### src/rtl/apb_rmw_pkg.sv
// Shared types for the APB read/write/read-increment-write master.
// The optional ACCESS timeout is enabled with the APB_RMW_TIMEOUT_EN macro.
package apb_rmw_pkg;

  typedef enum logic [1:0] {
    OP_NOP = 2'b00,
    OP_RD  = 2'b01,
    OP_WR  = 2'b10,
    OP_RMW = 2'b11
  } op_e;

  typedef enum logic [1:0] {
    ST_IDLE   = 2'd0,
    ST_SETUP  = 2'd1,
    ST_ACCESS = 2'd2
  } state_e;

  // Phase bit: it also drives PWRITE while a transfer is in progress.
  localparam logic PH_READ  = 1'b0;
  localparam logic PH_WRITE = 1'b1;

endpackage

### src/rtl/apb_timeout_ctr.sv
// ACCESS-phase wait counter; only compiled when APB_RMW_TIMEOUT_EN is defined.
// o_expired is high during the TIMEOUT_CYCLES-th counted cycle.
`ifdef APB_RMW_TIMEOUT_EN
module apb_timeout_ctr #(
  parameter int TIMEOUT_CYCLES = 16
) (
  input  logic clk,
  input  logic reset_n,
  input  logic i_clear,
  input  logic i_enable,
  output logic o_expired
);

  localparam int CNT_W = $clog2(TIMEOUT_CYCLES + 1);
  localparam logic [CNT_W-1:0] LAST = CNT_W'(TIMEOUT_CYCLES - 1);

  logic [CNT_W-1:0] r_cnt;

  always_ff @(posedge clk or negedge reset_n) begin
    if (!reset_n) begin
      r_cnt <= '0;
    end else if (i_clear) begin
      r_cnt <= '0;
    end else if (i_enable && (r_cnt != LAST)) begin
      r_cnt <= r_cnt + CNT_W'(1);
    end
  end

  assign o_expired = (r_cnt == LAST);

endmodule
`endif

### src/rtl/apb_rmw_master.sv
// APB3 master accepting read, write and read-increment-write commands, one response each.
// Define APB_RMW_TIMEOUT_EN to bound the ACCESS phase to TIMEOUT_CYCLES wait cycles.
module apb_rmw_master
  import apb_rmw_pkg::*;
#(
  parameter int ADDR_W         = 32,
  parameter int DATA_W         = 32,
  parameter int INC_VAL        = 1,
  parameter int TIMEOUT_CYCLES = 16
) (
  input  logic              clk,
  input  logic              reset_n,
  input  logic              cmd_valid_i,
  output logic              cmd_ready_o,
  input  logic [1:0]        cmd_op_i,
  input  logic [ADDR_W-1:0] cmd_addr_i,
  input  logic [DATA_W-1:0] cmd_wdata_i,
  output logic              rsp_valid_o,
  output logic [DATA_W-1:0] rsp_rdata_o,
  output logic              rsp_err_o,
  output logic              psel_o,
  output logic              penable_o,
  output logic              pwrite_o,
  output logic [ADDR_W-1:0] paddr_o,
  output logic [DATA_W-1:0] pwdata_o,
  input  logic              pready_i,
  input  logic [DATA_W-1:0] prdata_i,
  input  logic              pslverr_i,
  output logic [1:0]        dbg_state_o
);

  localparam logic [DATA_W-1:0] INC_W = DATA_W'(INC_VAL);

  // Command handshake: a command moves when cmd_valid_i and cmd_ready_o are both
  // high on a rising edge; cmd_ready_o is high exactly while the FSM is IDLE.
  state_e            r_state, w_next;
  op_e               r_op;
  logic              r_phase;
  logic [ADDR_W-1:0] r_paddr;
  logic [DATA_W-1:0] r_pwdata, r_rdata;
  logic              r_rsp_valid, r_rsp_err;
  logic [DATA_W-1:0] r_rsp_rdata;

  op_e               w_cmd_op;
  logic              w_accept, w_xfer_done, w_rmw_continue, w_timeout;
  logic              w_rsp_fire, w_rsp_err;
  logic [DATA_W-1:0] w_rsp_rdata;

  assign w_cmd_op       = op_e'(cmd_op_i);
  assign w_accept       = cmd_valid_i && (r_state == ST_IDLE);
  assign w_xfer_done    = (r_state == ST_ACCESS) && pready_i;
  assign w_rmw_continue = w_xfer_done && (r_op == OP_RMW) && (r_phase == PH_READ) && !pslverr_i;

`ifdef APB_RMW_TIMEOUT_EN
  logic w_expired;

  apb_timeout_ctr #(.TIMEOUT_CYCLES(TIMEOUT_CYCLES)) u_timeout (
    .clk      (clk),
    .reset_n  (reset_n),
    .i_clear  (r_state == ST_SETUP),
    .i_enable (r_state == ST_ACCESS),
    .o_expired(w_expired)
  );

  assign w_timeout = w_expired && (r_state == ST_ACCESS) && !pready_i;
`else
  assign w_timeout = 1'b0;
`endif

  always_ff @(posedge clk or negedge reset_n) begin
    if (!reset_n) r_state <= ST_IDLE;
    else          r_state <= w_next;
  end

  always_comb begin
    w_next = r_state;
    case (r_state)
      ST_IDLE:   if (w_accept && (w_cmd_op != OP_NOP)) w_next = ST_SETUP;
      ST_SETUP:  w_next = ST_ACCESS;
      ST_ACCESS: begin
        if (w_rmw_continue)               w_next = ST_SETUP;
        else if (pready_i || w_timeout)   w_next = ST_IDLE;
      end
      default:   w_next = ST_IDLE;
    endcase
  end

  // RMW write phase returns the value captured in the read phase; a read completion reports live data.
  always_comb begin
    w_rsp_fire  = (w_accept && (w_cmd_op == OP_NOP)) || (w_xfer_done && !w_rmw_continue) || w_timeout;
    w_rsp_err   = (w_xfer_done && pslverr_i) || w_timeout;
    w_rsp_rdata = '0;
    if (w_xfer_done) begin
      if (r_phase == PH_READ)  w_rsp_rdata = prdata_i;
      else if (r_op == OP_RMW) w_rsp_rdata = r_rdata;
    end
  end

  always_ff @(posedge clk or negedge reset_n) begin
    if (!reset_n) begin
      r_op        <= OP_NOP;
      r_phase     <= PH_READ;
      r_paddr     <= '0;
      r_pwdata    <= '0;
      r_rdata     <= '0;
      r_rsp_valid <= 1'b0;
      r_rsp_err   <= 1'b0;
      r_rsp_rdata <= '0;
    end else begin
      r_rsp_valid <= w_rsp_fire;
      r_rsp_err   <= w_rsp_fire && w_rsp_err;
      r_rsp_rdata <= w_rsp_fire ? w_rsp_rdata : '0;
      if (w_accept && (w_cmd_op != OP_NOP)) begin
        r_op    <= w_cmd_op;
        r_paddr <= cmd_addr_i;
        r_phase <= (w_cmd_op == OP_WR) ? PH_WRITE : PH_READ;
        if (w_cmd_op == OP_WR) r_pwdata <= cmd_wdata_i;
      end
      if (w_xfer_done && (r_phase == PH_READ)) r_rdata <= prdata_i;
      if (w_rmw_continue) begin
        r_phase  <= PH_WRITE;
        r_pwdata <= prdata_i + INC_W;
      end
    end
  end

  assign cmd_ready_o = (r_state == ST_IDLE);
  assign psel_o      = (r_state != ST_IDLE);
  assign penable_o   = (r_state == ST_ACCESS);
  assign pwrite_o    = psel_o && (r_phase == PH_WRITE);
  assign paddr_o     = r_paddr;
  assign pwdata_o    = r_pwdata;
  assign rsp_valid_o = r_rsp_valid;
  assign rsp_rdata_o = r_rsp_rdata;
  assign rsp_err_o   = r_rsp_err;
  assign dbg_state_o = r_state;

endmodule
### config.mk
export PLATFORM = sky130hd
export DESIGN_NAME = apb_rmw_master
export DESIGN_NICKNAME = d
export VERILOG_FILES = /design/src/rtl/apb_rmw_pkg.sv /design/src/rtl/apb_timeout_ctr.sv /design/src/rtl/apb_rmw_master.sv
export SDC_FILE = /design/constraint.sdc
export NUM_CORES = 1
export LEC_CHECK = 0
export BUFFER_PORTS_ARGS = -buffer_cell sky130_fd_sc_hd__buf_4
export CORE_ASPECT_RATIO = 0.75
export CORE_UTILIZATION = 54
export DETAILED_ROUTE_END_ITERATION = 10
export GPL_TIMING_DRIVEN = 0
export PLACE_DENSITY_LB_ADDON = 0.15
export SYNTH_ARGS = -nofsm -noshare
export SYNTH_HDL_FRONTEND = slang
export SYNTH_SLANG_ARGS = --single-unit
export TNS_END_PERCENT = 1
### constraint.sdc
create_clock -name clk -period 3.28 [get_ports clk]
set_input_delay 0.328 -clock clk [delete_from_list [all_inputs] [get_ports clk]]
set_output_delay 0.328 -clock clk [all_outputs]
set_load 0.005 [all_outputs]
==> results.toml <==
[yosys]
synthesis.instances = 558
number_of_synthesized_register_bits = 135
synth.mux.area_fraction = 0.1006
synth_area_leaders = "sky130_fd_sc_hd__dfrtp_1 (58%), sky130_fd_sc_hd__nand2_1 (10%), sky130_fd_sc_hd__mux2_2 (9.0%)"
synth_flop_cell = "sky130_fd_sc_hd__dfrtp_1"
yosys.area_share.adder = 0.002136
yosys_warnings = 0
synthXorXnorAreaFrac = 0.04186
synth-compound-area-share = 0.07689
synth_fp_nets = 662
synth-edff-count = 0
netlist.area_leader.share = 0.5767
async_flop_share = 1.000
main_combinational_cell_family_by_area_after_synthesis = "simple AND/OR/NAND/NOR gates"
synth.top_cells.by_count = "sky130_fd_sc_hd__nand2_1 (161), sky130_fd_sc_hd__dfrtp_1 (135), sky130_fd_sc_hd__mux2_2 (47)"
synth_area_leader_cell = "sky130_fd_sc_hd__dfrtp_1"
synth.cell_area_sq_um = 5858
post-synth-top-count-cell = "sky130_fd_sc_hd__nand2_1"
synth_sequential_area_ratio = 0.5767
post_synth_and_or_nand_nor_area_fraction = 0.1777
ys_types = 40
syn_avg_cell_area_sq_um = 10.50

[setup_path]
cp.arrival_ns = 2.64
logic_depth_of_the_worst_path_buffers_included = 7
rr_worst_depth = 7
cp.buffers_inverters = 2
crit_path_capture = "pwdata_o[21]"
crit_path_cell_trace = "nand4bb_1, buf_2, nor3_1, nor2_1, clkbuf_1, a22oi_1, o21ai_0"
reg2reg_to = "pwdata_o[21]"
worst_ep_required_time_ns = 3.55
critical_path.startpoint_type = "flip-flop"
critical_path.slowest_cell = "sky130_fd_sc_hd__dfrtp_1"
worst-path-max-fanout = 10
path_delay_family = "simple AND/OR/NAND/NOR gates"
sort_of_element_at_the_end_of_the_critical_path = "flip-flop"
critical_path.startpoint = "dbg_state_o[0]"
critical_path.max_stage_delay_ns = 0.46
r2r-start = "dbg_state_o[0]"
r2r_setup_slack_ns = 0.91
crit_type = "flip-flop to flip-flop"

[drt]
drc_violations_left = 0
drt-wirelength-per-cell_microns = 17.39
vias = 5140
routed_via_density = 5.509
detailroute.wirelength.met2_microns = 7910
met3_wirelength_microns = 1545
drt_first_pass_iters = 6
detail-route-antenna-nets = 0
postRouteWirelength_microns = 16220
drt_iter0_drc = 363
maxUsedRoutingLayer = "met4"
wl_met1_microns = 6521

[grt]
grt_max_degree = 99
globalRoute.totalOverflow = 0
grt_pass1_wl_microns = 25570
antenna_violations_before_repair = 0
grt_util_all_layers = 0.3043
grt_pass1_vias = 5028

[pwr]
power.ir.vdd_worst_mv = 0.6340
fin_total_pwr_uw = 6623
cellPowerDensity_nw_per_um2 = 801.9
power.leakage_uw = 0.004015

[cells_and_area]
fraction_of_layout_cells_with_a_size_suffix_above_1 = 0.3752
layout.cells.non_filler = 933
area.growth.synth_to_final_pct = 40.99
nNetsFinal = 888
antenna-diode-count = 0

[floorplanning]
floorplan.die_area_sq_um = 11270
rows = 32
initial_utilization = 0.5627
die-width_microns = 122.3
core_area_sq_um = 10410
ios = 207
die_height_microns = 92.20

[clock_network]
tritoncts = "yes"
cts-buffers-inserted = 17
clock_tree.htree_level_count = 4
cts_resized = 0
clkSlewWorstSetupHoldPaths_ns = 0.06
cts.root.buffer_cell = "sky130_fd_sc_hd__clkbuf_16"
cts.sink_count = 135
cts_hold_buffers = 1
buffers_from_clock_root_to_sink_at_most = 2
post-cts-setup-buffers = 0
clk_latency_ns = 0.41

[place]
post-place-cells = 900
place_congestion = 0.8675
place.port_buffers = 205
dp.final_hpwl_microns = 12080

[sta]
rsz0062_at_grt = "false"
final.hold.worst_slack_ns = 0.1490
skew_ns = 0.006442
hold_viol_final = 0
worst_slew_margin_rel = 0.5249
max_clock_freq_mhz = 422.2
pin_slew_with_the_least_headroom_to_its_limit_ns = 0.7072
final_max_slew_viol_count = 0
setup-tns-final_ns = 0
period_share = 0.7222
layout_min_cycle_time_ns = 2.369
setup_viol = 0

[run_status]
status = "finished, final reports clean"

[min_path]
hold_path.class = "input port to flip-flop"
min-delay-start = "cmd_addr_i[9]"

[run]
max_cap_viol_count = 0
cell usage in the layout (no fill, tap or decap), types with 8 or more instances in the layout:
master,n
sky130_fd_sc_hd__buf_2,8
sky130_fd_sc_hd__o21ai_0,30
sky130_fd_sc_hd__clkbuf_1,19
sky130_fd_sc_hd__xor2_1,21
sky130_fd_sc_hd__dfrtp_1,135
sky130_fd_sc_hd__nor2_1,11
sky130_fd_sc_hd__a22oi_1,10
sky130_fd_sc_hd__nand3_1,15
sky130_fd_sc_hd__nand4_1,11
sky130_fd_sc_hd__a21oi_1,33
sky130_fd_sc_hd__nand2_1,161
sky130_fd_sc_hd__mux2_2,47
sky130_fd_sc_hd__buf_4,204
sky130_fd_sc_hd__clkbuf_16,17
power by group:
group	internal (uW)	switching [uW]
Clock	1350	687
Sequential	2280	361
Combinational	1100	846
sequential cells by signal, summed over array words and instances (netlist names):
name,cells
pwdata_o,32
r_op,2
r_phase,1
rsp_valid_o,1
paddr_o,32
r_rdata,32
dbg_state_o,2
rsp_err_o,1
rsp_rdata_o,32
through the flow:
stage                       util  area, sq um  setup WS (ns)
final                     0.7934         8259         0.9112
after global routing      0.7934         8259         0.7088
after CTS                 0.7934         8259         0.9538
after floorplan                -         5858          1.445
after detailed placement  0.7299         7599         0.9778
after global placement    0.7269         7567          1.066
worst min path at each step:
stage                     cells past startpoint             end  slack (ns)
after global placement                        2     r_rdata[30]        0.46
after detailed placement                      1     rsp_valid_o        0.25
after CTS                                     2      paddr_o[9]        0.13
after global routing                          2      paddr_o[8]        0.13
after floorplan                               0  dbg_state_o[0]        0.03
final                                         2      paddr_o[9]        0.15
cell type report:
cell class | count | area, sq um
Clock inverter | 11 | 170.2
Clock buffer | 21 | 480.5
Buffer | 30 | 122.6
Timing Repair Buffer | 207 | 1580
Fill cell | 660 | 2151
Inverter | 5 | 18.77
Tap cell | 136 | 170.2
Multi-Input combinational cell | 388 | 2338
Sequential cell | 135 | 3378
logic make-up (layout without fill, tap and decap cells):
kind of cell,Yosys count,after routing
AO/OA/AOI/OAI,80,80
XOR/XNOR,28,28
adder cells (fa/ha/maj),1,1
buffers and inverters,35,274
flip-flops,135,135
multiplexers,53,53
AND/OR/NAND/NOR,226,226
layer usage:
metal,global-route usage,vias up
li1,-,2357
met1,0.4050,2491
met2,0.4827,260
met3,0.08582,32
met4,0.09350,0
met5,0,-
(Power assumes the default switching activity.)
